## src/rtl/y86_pkg.sv

```systemverilog
// Shared Y86-64 constants for the fetch stage: instruction codes, the D pipeline
// register layout, the bubble value and the fetch state encoding.
package y86_pkg;

    localparam logic [3:0] IHALT   = 4'h0;
    localparam logic [3:0] INOP    = 4'h1;
    localparam logic [3:0] IRRMOVQ = 4'h2;
    localparam logic [3:0] IIRMOVQ = 4'h3;
    localparam logic [3:0] IRMMOVQ = 4'h4;
    localparam logic [3:0] IMRMOVQ = 4'h5;
    localparam logic [3:0] IOPQ    = 4'h6;
    localparam logic [3:0] IJXX    = 4'h7;
    localparam logic [3:0] ICALL   = 4'h8;
    localparam logic [3:0] IRET    = 4'h9;
    localparam logic [3:0] IPUSHQ  = 4'hA;
    localparam logic [3:0] IPOPQ   = 4'hB;

    localparam logic [3:0] RNONE = 4'hF;

    localparam int D_WIDTH     = 145;
    localparam int D_STAT_BIT  = 144;
    localparam int D_ICODE_LSB = 140;
    localparam int D_IFUN_LSB  = 136;
    localparam int D_RA_LSB    = 132;
    localparam int D_RB_LSB    = 128;
    localparam int D_VALC_LSB  = 64;
    localparam int D_VALP_LSB  = 0;

    typedef enum logic [1:0] {
        RUN    = 2'd0,
        DRAIN  = 2'd1,
        HALTED = 2'd2
    } fetch_state_e;

    function automatic logic [D_WIDTH-1:0] pack_d(
        input logic        stat_err,
        input logic [3:0]  icode,
        input logic [3:0]  ifun,
        input logic [3:0]  ra,
        input logic [3:0]  rb,
        input logic [63:0] val_c,
        input logic [63:0] val_p
    );
        logic [D_WIDTH-1:0] d;
        d                     = '0;
        d[D_STAT_BIT]         = stat_err;
        d[D_ICODE_LSB +: 4]   = icode;
        d[D_IFUN_LSB +: 4]    = ifun;
        d[D_RA_LSB +: 4]      = ra;
        d[D_RB_LSB +: 4]      = rb;
        d[D_VALC_LSB +: 64]   = val_c;
        d[D_VALP_LSB +: 64]   = val_p;
        return d;
    endfunction

    localparam logic [D_WIDTH-1:0] BUBBLE_D = pack_d(1'b0, INOP, 4'h0, RNONE, RNONE, 64'h0, 64'h0);

endpackage

```

## src/rtl/y86_fetch_align.sv

```systemverilog
// Combinational instruction splitter: turns the 10-byte fetch window at f_pc into
// the decoded fields, the fall-through PC and the fetch status.
module y86_fetch_align
    import y86_pkg::*;
(
    input  logic [79:0] imem_data,
    input  logic [63:0] f_pc,
    input  logic        imem_error,
    output logic [3:0]  icode,
    output logic [3:0]  ifun,
    output logic [3:0]  ra,
    output logic [3:0]  rb,
    output logic [63:0] val_c,
    output logic [63:0] val_p,
    output logic        need_regids,
    output logic        need_valc,
    output logic        stat_err
);

    always_comb begin
        icode       = imem_data[7:4];
        ifun        = imem_data[3:0];
        need_regids = icode inside {IRRMOVQ, IIRMOVQ, IRMMOVQ, IMRMOVQ, IOPQ, IPUSHQ, IPOPQ};
        need_valc   = icode inside {IIRMOVQ, IRMMOVQ, IMRMOVQ, IJXX, ICALL};
        ra          = need_regids ? imem_data[15:12] : RNONE;
        rb          = need_regids ? imem_data[11:8]  : RNONE;

        // The constant word shifts by one byte when a register byte precedes it.
        if (!need_valc) begin
            val_c = 64'h0;
        end else if (need_regids) begin
            val_c = imem_data[79:16];
        end else begin
            val_c = imem_data[71:8];
        end

        val_p    = f_pc + 64'd1 + {63'd0, need_regids} + (need_valc ? 64'd8 : 64'd0);
        stat_err = imem_error || (icode > IPOPQ) || (icode == IHALT);
    end

endmodule

```

## src/rtl/y86_fetch.sv

```systemverilog
// Y86-64 fetch stage: PC select, next-PC prediction and the D pipeline register.
// Define FETCH_PERF_CNT_EN to add saturating fetched/bubble load counters.
module y86_fetch
    import y86_pkg::*;
#(
    parameter logic [63:0] RESET_PC     = 64'h0,
    parameter logic [3:0]  BUBBLE_ICODE = 4'h1
) (
    input  logic                clk,
    input  logic                rst_n,
    output logic [63:0]         imem_addr,
    input  logic [79:0]         imem_data,
    input  logic                imem_error,
    input  logic                F_stall,
    input  logic                D_stall,
    input  logic                D_bubble,
    input  logic [3:0]          M_icode,
    input  logic                M_cnd,
    input  logic [63:0]         M_valA,
    input  logic [3:0]          W_icode,
    input  logic [63:0]         W_valM,
    input  logic                W_err,
    output logic [D_WIDTH-1:0]  D,
`ifdef FETCH_PERF_CNT_EN
    output logic [31:0]         perf_fetched,
    output logic [31:0]         perf_bubbles,
`endif
    output logic                halted
);

    fetch_state_e       state_q, state_d;
    logic [63:0]        f_predpc_q, f_predpc_d;
    logic [D_WIDTH-1:0] d_q, d_d;

    logic [63:0]        f_pc, pred_pc;
    logic               mispredict, ret_redirect, redirect, fetch_en;
    logic               load_fetch, load_bubble;
    logic [D_WIDTH-1:0] bubble_d, fetched_d;

    logic [3:0]         a_icode, a_ifun, a_ra, a_rb;
    logic [63:0]        a_val_c, a_val_p;
    logic               a_need_regids, a_need_valc, a_stat_err;
    logic               unused_align_flags;

    y86_fetch_align u_align (
        .imem_data   (imem_data),
        .f_pc        (f_pc),
        .imem_error  (imem_error),
        .icode       (a_icode),
        .ifun        (a_ifun),
        .ra          (a_ra),
        .rb          (a_rb),
        .val_c       (a_val_c),
        .val_p       (a_val_p),
        .need_regids (a_need_regids),
        .need_valc   (a_need_valc),
        .stat_err    (a_stat_err)
    );

    assign unused_align_flags = a_need_regids ^ a_need_valc;

    // Redirects only matter while fetching; once halted the fetch address freezes.
    always_comb begin
        mispredict   = (M_icode == IJXX) && !M_cnd;
        ret_redirect = (W_icode == IRET);
        redirect     = mispredict || ret_redirect;

        if (state_q == HALTED) begin
            f_pc = f_predpc_q;
        end else if (mispredict) begin
            f_pc = M_valA;
        end else if (ret_redirect) begin
            f_pc = W_valM;
        end else begin
            f_pc = f_predpc_q;
        end

        fetch_en = (state_q == RUN) || ((state_q == DRAIN) && redirect);
        pred_pc  = ((a_icode == IJXX) || (a_icode == ICALL)) ? a_val_c : a_val_p;

        bubble_d                      = BUBBLE_D;
        bubble_d[D_ICODE_LSB +: 4]    = BUBBLE_ICODE;
        fetched_d = pack_d(a_stat_err, a_icode, a_ifun, a_ra, a_rb, a_val_c, a_val_p);
    end

    always_comb begin
        load_fetch  = !D_bubble && !D_stall && fetch_en;
        load_bubble = D_bubble || (!D_stall && !fetch_en);

        d_d = d_q;
        if (load_bubble) begin
            d_d = bubble_d;
        end else if (load_fetch) begin
            d_d = fetched_d;
        end

        f_predpc_d = f_predpc_q;
        if (fetch_en && !F_stall) begin
            f_predpc_d = pred_pc;
        end

        // A redirect out of DRAIN can itself fetch a faulting instruction.
        state_d = state_q;
        case (state_q)
            RUN: begin
                if (load_fetch && a_stat_err) begin
                    state_d = DRAIN;
                end
            end
            DRAIN: begin
                if (redirect) begin
                    state_d = (load_fetch && a_stat_err) ? DRAIN : RUN;
                end else if (W_err) begin
                    state_d = HALTED;
                end
            end
            HALTED:  state_d = HALTED;
            default: state_d = RUN;
        endcase
    end

    always_ff @(posedge clk) begin
        if (!rst_n) begin
            state_q    <= RUN;
            f_predpc_q <= RESET_PC;
            d_q        <= bubble_d;
        end else begin
            state_q    <= state_d;
            f_predpc_q <= f_predpc_d;
            d_q        <= d_d;
        end
    end

`ifdef FETCH_PERF_CNT_EN
    logic [31:0] perf_fetched_q, perf_fetched_d;
    logic [31:0] perf_bubbles_q, perf_bubbles_d;

    always_comb begin
        perf_fetched_d = perf_fetched_q;
        perf_bubbles_d = perf_bubbles_q;
        if (load_fetch && (perf_fetched_q != 32'hFFFF_FFFF)) begin
            perf_fetched_d = perf_fetched_q + 32'd1;
        end
        if (load_bubble && (perf_bubbles_q != 32'hFFFF_FFFF)) begin
            perf_bubbles_d = perf_bubbles_q + 32'd1;
        end
    end

    always_ff @(posedge clk) begin
        if (!rst_n) begin
            perf_fetched_q <= 32'd0;
            perf_bubbles_q <= 32'd0;
        end else begin
            perf_fetched_q <= perf_fetched_d;
            perf_bubbles_q <= perf_bubbles_d;
        end
    end

    assign perf_fetched = perf_fetched_q;
    assign perf_bubbles = perf_bubbles_q;
`endif

    assign imem_addr = f_pc;
    assign D         = d_q;
    assign halted    = (state_q == HALTED);

endmodule

```

## config.mk

```make
export PLATFORM = sky130hd
export DESIGN_NAME = y86_fetch
export DESIGN_NICKNAME = d
export VERILOG_FILES = /design/src/rtl/y86_pkg.sv /design/src/rtl/y86_fetch_align.sv /design/src/rtl/y86_fetch.sv
export SDC_FILE = /design/constraint.sdc
export NUM_CORES = 1
export LEC_CHECK = 0
export CELL_PAD_IN_SITES_DETAIL_PLACEMENT = 0
export CELL_PAD_IN_SITES_GLOBAL_PLACEMENT = 1
export CORE_MARGIN = 3
export CORE_UTILIZATION = 34
export CTS_CLUSTER_DIAMETER = 150
export DETAILED_ROUTE_END_ITERATION = 6
export PLACE_DENSITY_LB_ADDON = 0.3
export SKIP_LAST_GASP = 1
export SYNTH_ARGS = -nofsm -noshare
export SYNTH_HDL_FRONTEND = slang
export SYNTH_HIERARCHICAL = 1
export SYNTH_SLANG_ARGS = --single-unit
```

## constraint.sdc

```tcl
create_clock -name clk -period 4.6 [get_ports clk]
set_input_delay 0.46 -clock clk [delete_from_list [all_inputs] [get_ports clk]]
set_output_delay 0.46 -clock clk [all_outputs]
set_load 0.01 [all_outputs]
```

==> results of run 1 <==
## routing by layer
metal | vias to the layer above | track usage, % | wire, um
met2 | 526 | 43.82 | 26550
li1 | 6365 | - | -
met1 | 6395 | 32.55 | 23120
met5 | - | 0 | 45
met3 | 77 | 5.419 | 4282
met4 | 8 | 6.533 | 1325
## power by group
group | total (mW) | switching, mW | internal (mW)
Combinational | 1.32 | 0.698 | 0.619
Sequential | 1.95 | 0.0432 | 1.91
Clock | 2.22 | 0.881 | 1.34
Total | 5.49 | 1.62 | 3.87
## state kept, by name, summed over array words and instances (netlist names)
signal / cells
state_q: 2
D: 145
f_predpc_q: 64
## how the worst min path moves through the flow
stage / from / endpoint / slack [ns]
4_1_cts: D[8] / D[8] / 0.48
2_1_floorplan: f_predpc_q[30] / f_predpc_q[30] / 0.49
3_3_place_gp: D[137] / D[137] / 0.46
6_report: D[8] / D[8] / 0.47
3_5_place_dp: D[8] / D[8] / 0.47
5_1_grt: D[117] / D[117] / 0.50
## kinds of logic (layout without fill, tap and decap cells)
logic type / Yosys count / count (layout) / synth area share, %
multiplexers: 195 / 195 / 16.04
AO/OA/AOI/OAI: 494 / 494 / 20.50
buffers and inverters: 179 / 548 / 6.173
other: 0 / 3 / 0
flip-flops: 211 / 211 / 32.06
AND/OR/NAND/NOR: 421 / 421 / 20.82
XOR/XNOR: 62 / 62 / 4.122
adder cells (fa/ha/maj): 3 / 3 / 0.2849
## per-stage QoR
step | util, % | setup WS, ns | hold slack [ns] | std cells
3_5_place_dp | 47.15 | -0.05899 | 0.4676 | 2396
3_3_place_gp | 47.15 | -0.007021 | 0.4599 | 2396
6_report | 49.59 | 0.4742 | 0.4734 | 2448
5_1_grt | 49.59 | 0.2770 | 0.4978 | 2448
4_1_cts | 49.57 | 0.5142 | 0.4764 | 2445
2_1_floorplan | - | 0.8456 | 0.4911 | 1565
## worst max-delay path, delay by kind of cell
family / cells / cell delay (ns)
muxes: 1 / 0.27
and+or+nand+nor: 6 / 1.71
buffers and inverters: 3 / 0.73
adders and majority gates: 2 / 0.41
AOI/OAI and AO/OA: 3 / 0.72
xor gates and xnor gates: 1 / 0.27
## cell usage after synthesis, drive strengths merged (3+ instances only)
cell    instances
a21oi         267
dfxtp         211
nand2         163
o21ai         146
or3b          136
mux2          129
clkbuf        109
mux2i          66
a211oi         64
buf            46
xnor2          35
xor2           27
inv            24
nor2           24
nand3          23
nor4           17
nor3           15
nand4          11
nand2b         10
o311ai          9
and3            5
and4            3
ha              3
## area by class of cell
| cell class | count | area share [%] |
|---|---|---|
| Clock buffer | 37 | 4.110 |
| Multi-Input combinational cell | 1175 | 43.56 |
| Inverter | 24 | 0.4789 |
| Tap cell | 511 | 3.399 |
| Antenna cell | 3 | 0.03991 |
| Sequential cell | 211 | 22.45 |
| Timing Repair Buffer | 475 | 25.18 |
| Clock inverter | 12 | 0.7782 |
## placed cells by master (no fill, tap or decap), types with 6 or more instances in the layout
cell,count
a211oi_1,64
xor2_1,27
a21oi_1,266
nor3_2,10
buf_4,35
dfxtp_1,211
xnor2_1,35
clkinv_2,6
mux2i_1,65
inv_1,22
nor2_1,22
nand2_1,161
clkbuf_8,6
nand2b_1,10
or3b_1,136
o21ai_0,146
mux2_2,129
nand3_1,22
clkbuf_16,27
nand4_1,7
buf_12,7
nor4_2,8
o311ai_0,9
clkdlybuf4s50_1,433
==> results.cfg, run 1 <==
[routing]
routed_wl_um = 55320
drtIter0Drc = 777
ant_nets = 0
viasPerCell = 5.462
wire_per_inst_um = 22.60
vias = 13370
drc_errors = 0
dr.pass1.iters = 5

[timing]
tns_ns = 0
hold_violations = 0
post-route-period-util_pct = 89.69
max_freq_mhz = 242.4
rsz0062_at_grt = false
final-setup-viol-count = 0
slew_headroom_pct = 29.47
fin_skew_ns = 0.01399
fin_crit_ns = 4.126
drv_slew = 0
tightest_slew_ns = 1.055

[worst_setup_path]
arrival_ns = 4.59
slowest_stage = clkdlybuf4s50_1
reg2reg_depth = 12
path_class = in2reg
start_kind = input port
reg2reg_to = D[30]
cp_max_fo = 5
crit_path_max_incr_delay_ns = 0.61
crit_path_end_kind = register
r2r-start = state_q[1]
critPathCapture = D[30]
cp_cell_sequence = clkdlybuf4s50_1 > nand4b_4 > o21ai_0 > nand2_4 > mux2_2 > inv_1 > ha_1 > inv_1 > ha_1 > a31oi_1 > or3_1 > nor4_4 > nand2_1 > xnor2_1 > or3b_1 > a21oi_1
r2r_slack_ns = 0.72
crit_start = M_icode[2]
worstPathRequired_ns = 5.06

[yosys]
synth_edf_count = 0
yosysSeqAreaShare_pct = 32.06
yosysTopAreaCell = dfxtp_1
synth_cells = 1565
ys_warn_count = 6
ys.flop_type = dfxtp_1
synth_cell_types = 54
synthArstFlopShare_pct = 0
synth_fp_nets = 1792
syn-cell-area_sq_um = 13180
synth-seq-cells = 211
netlist_top_cells_area = dfxtp_1 32%, mux2_2 11%, a21oi_1 10%
syn_area_per_cell_sq_um = 8.419
synth_top_area_share_pct = 32.06

[floorplanning]
num_rows = 71
core-area_sq_um = 37930
die-area_sq_um = 41150
io-pin-count = 434
die_y_um = 202.9
die_x_um = 202.9
initial_utilization_pct = 34.73

[cells_and_area]
synthToLayoutAreaGrowth_pct = 42.78
fin_nets = 2141
multi_input_area_sq_um = 8194
fillers = 3728
seq_area_sq_um = 4224
layout-drive-gt1-share_pct = 13.55
finalInstanceArea_sq_um = 18810

[clock_tree]
cts-root-buf = clkbuf_16
cts_made_buffers = 27
cts_resized = 0
postCtsHoldBufs = 0
cts_setup_buffers = 0
cts.sinks = 211
htree_levels = 1
insertion_delay_ns = 0.54
cts_tree = built
clock_path_buffers = 3
path_clk_slew_ns = 0.06

[global_routing]
grt_pass1_vias = 13300
grt_antenna_before_repair = 7
grt_pass1_wl_um = 82870
grt.total_usage_pct = 25.49
grt_max_degree = 129
overflow = 0

[worst_hold_path]
hp-class = reg2reg
min_path_cells = 2

[placed_design]
io_buffers = 433
dp_hpwl_um = 39480
routabilityCongestion = 0.8801
postPlaceCellArea_sq_um = 17880

[pwr]
power.total_mw = 5.491
power_density_nw_per_um2 = 291.9
p_leak_nw = 6.441
ir_drop_mv = 0.2462

[outcome]
status = finished, final reports clean

[run]
maxCapViolCount = 0
(Power assumes the default switching activity.)
==> run 2, diff against run 1 <==
Settings changed: CTS_CLUSTER_SIZE set to 40.
==> run 2 against run 1 <==
  * Via count decreased by 1.2%
  * Combinational power about the same
  * Cell area decreased by 3.5%
  * Utilization decreased by 1.7 points
  * Global-route usage decreased by 0.27 points
  * Die area unchanged
  * Critical path type unchanged
  * Critical endpoint unchanged
  * Highest routed layer unchanged
==> results.cfg, run 2 (synthesized netlist as in run 1, its figures left out) <==
[outcome]
status = finished, final reports clean

[worst_setup_path]
worstPathRequired_ns = 5.04
cp.depth = 14
reg2reg_depth = 12
crit_start = M_icode[2]
r2r-start = state_q[1]
crit_path_max_incr_delay_ns = 0.59
critPathCapture = D[30]
crit_path_end_kind = register
arrival_ns = 4.56
cp_max_fo = 22
r2r_slack_ns = 0.69
slowest_stage = clkdlybuf4s50_1
cp_top_family = simple AND/OR/NAND/NOR gates
cp_cell_sequence = clkdlybuf4s50_1 > nand4b_4 > o21ai_0 > nand2_4 > buf_12 > mux2_2 > ha_1 > a31oi_1 > or3_1 > nor4_4 > nand2_1 > xnor2_1 > or3b_1 > a21oi_1
path_class = in2reg
critical_path_buf_inv_count = 2
reg2reg_to = D[30]
start_kind = input port

[clock_tree]
insertion_delay_ns = 0.50
cts_made_buffers = 9
postCtsHoldBufs = 0
cts_tree = built
cts_resized = 0
cts-root-buf = clkbuf_16
path_clk_slew_ns = 0.16
cts.sinks = 211
clock_path_buffers = 3
htree_levels = 1
cts_setup_buffers = 0

[worst_hold_path]
hp-class = reg2reg

[placed_design]
dp_hpwl_um = 39480
postPlaceCellArea_sq_um = 17880
io_buffers = 433
routabilityCongestion = 0.8801
dp_slack_ns = -0.05899

[run]
maxCapViolCount = 0

[floorplanning]
die-area_sq_um = 41150
io-pin-count = 434
core-area_sq_um = 37930
num_rows = 71
initial_utilization_pct = 34.73
die_x_um = 202.9
die_y_um = 202.9

[cells_and_area]
finalInstanceArea_sq_um = 18150
largest_reg_flops = 145
final_common_cell = clkdlybuf4s50_1
final_cell_mix = 433 x clkdlybuf4s50_1, 266 x a21oi_1, 211 x dfxtp_1, 161 x nand2_1, 146 x o21ai_0
fillers = 3761
fin_nets = 2123
synthToLayoutAreaGrowth_pct = 37.76
final_core_util_pct = 47.85
layout-drive-gt1-share_pct = 12.03

[global_routing]
grt_max_degree = 129
grt.total_usage_pct = 25.22
overflow = 0
grt_pass1_wl_um = 82010
grt_antenna_before_repair = 7
grt_pass1_vias = 13080

[timing]
fin_ws_ns = 0.4742
hold_violations = 0
rsz0062_at_grt = false
max_freq_mhz = 242.4
tightest_slew_ns = 1.066
final-setup-viol-count = 0
hold_slack_ns = 0.4854
slew_headroom_pct = 28.78
post-route-period-util_pct = 89.69
drv_slew = 0
fin_skew_ns = 0.02142
fin_crit_ns = 4.126

[routing]
viasPerCell = 5.480
routed_wl_um = 54810
ant_nets = 0
vias = 13210
drtIter0Drc = 873
wire_per_inst_um = 22.74
drc_errors = 0
dr.pass1.iters = 5

[pwr]
power.total_mw = 4.319
power_density_nw_per_um2 = 238.0
ir_drop_mv = 0.2148
p_leak_nw = 6.114
## run 2: cell types whose count changed in the layout (fill, tap and decap cells not counted), moves of 2 or more
cell,before,now
clkinvlp_4,2,0
bufinv_16,3,0
inv_12,0,2
clkbuf_8,6,0
clkbuf_1,4,0
clkinv_2,6,0
clkbuf_16,27,9
## run 2: worst min-delay path by stage
stage	cells past startpoint	endpoint	slack, ns	start
floorplan	2	f_predpc_q[30]	0.49	f_predpc_q[30]
global placement	2	D[137]	0.46	D[137]
detailed placement	2	D[8]	0.47	D[8]
CTS	2	D[66]	0.49	D[66]
global route	2	D[8]	0.51	D[8]
finish	2	D[99]	0.49	D[99]
## run 2: metrics by stage
stage	instances	TNS, ns
finish	2410	0
global route	2410	0
CTS	2407	0
detailed placement	2396	-0.08567
global placement	2396	-0.008324
floorplan	1565	0
## run 2: power by group
group | internal (mW) | switching, mW | leakage [nW]
sequential | 1.91 | 0.0433 | 1.72
clock | 0.377 | 0.676 | 0.126
combinational | 0.619 | 0.696 | 4.27
## run 2: layout make-up
type	count	area, sq um	area share, %
multi-input combinational	1175	8194	45.15
tap	511	639.4	3.523
timing repair buffer	475	4737	26.10
clock buffer	9	225.2	1.241
inverter	24	90.09	0.4963
antenna	3	7.507	0.04136
clock inverter	2	32.53	0.1792
sequential	211	4224	23.27
## run 2: tightest hold or removal path: cells and delay by family (launching register included)
family	cells	cell delay, ns
flops	1	0.34
compound gates	2	0.12
## run 2: layer usage
layer | vias up | share of wire [%] | routed length (um) | global-route usage [%]
met2 | 469 | 48 | 26410 | 43.41
met3 | 65 | 7.0 | 3821 | 4.842
li1 | 6312 | - | - | -
met4 | 8 | 2.1 | 1155 | 5.741
met5 | - | 0.082 | 45 | 0
met1 | 6354 | 43 | 23380 | 32.77
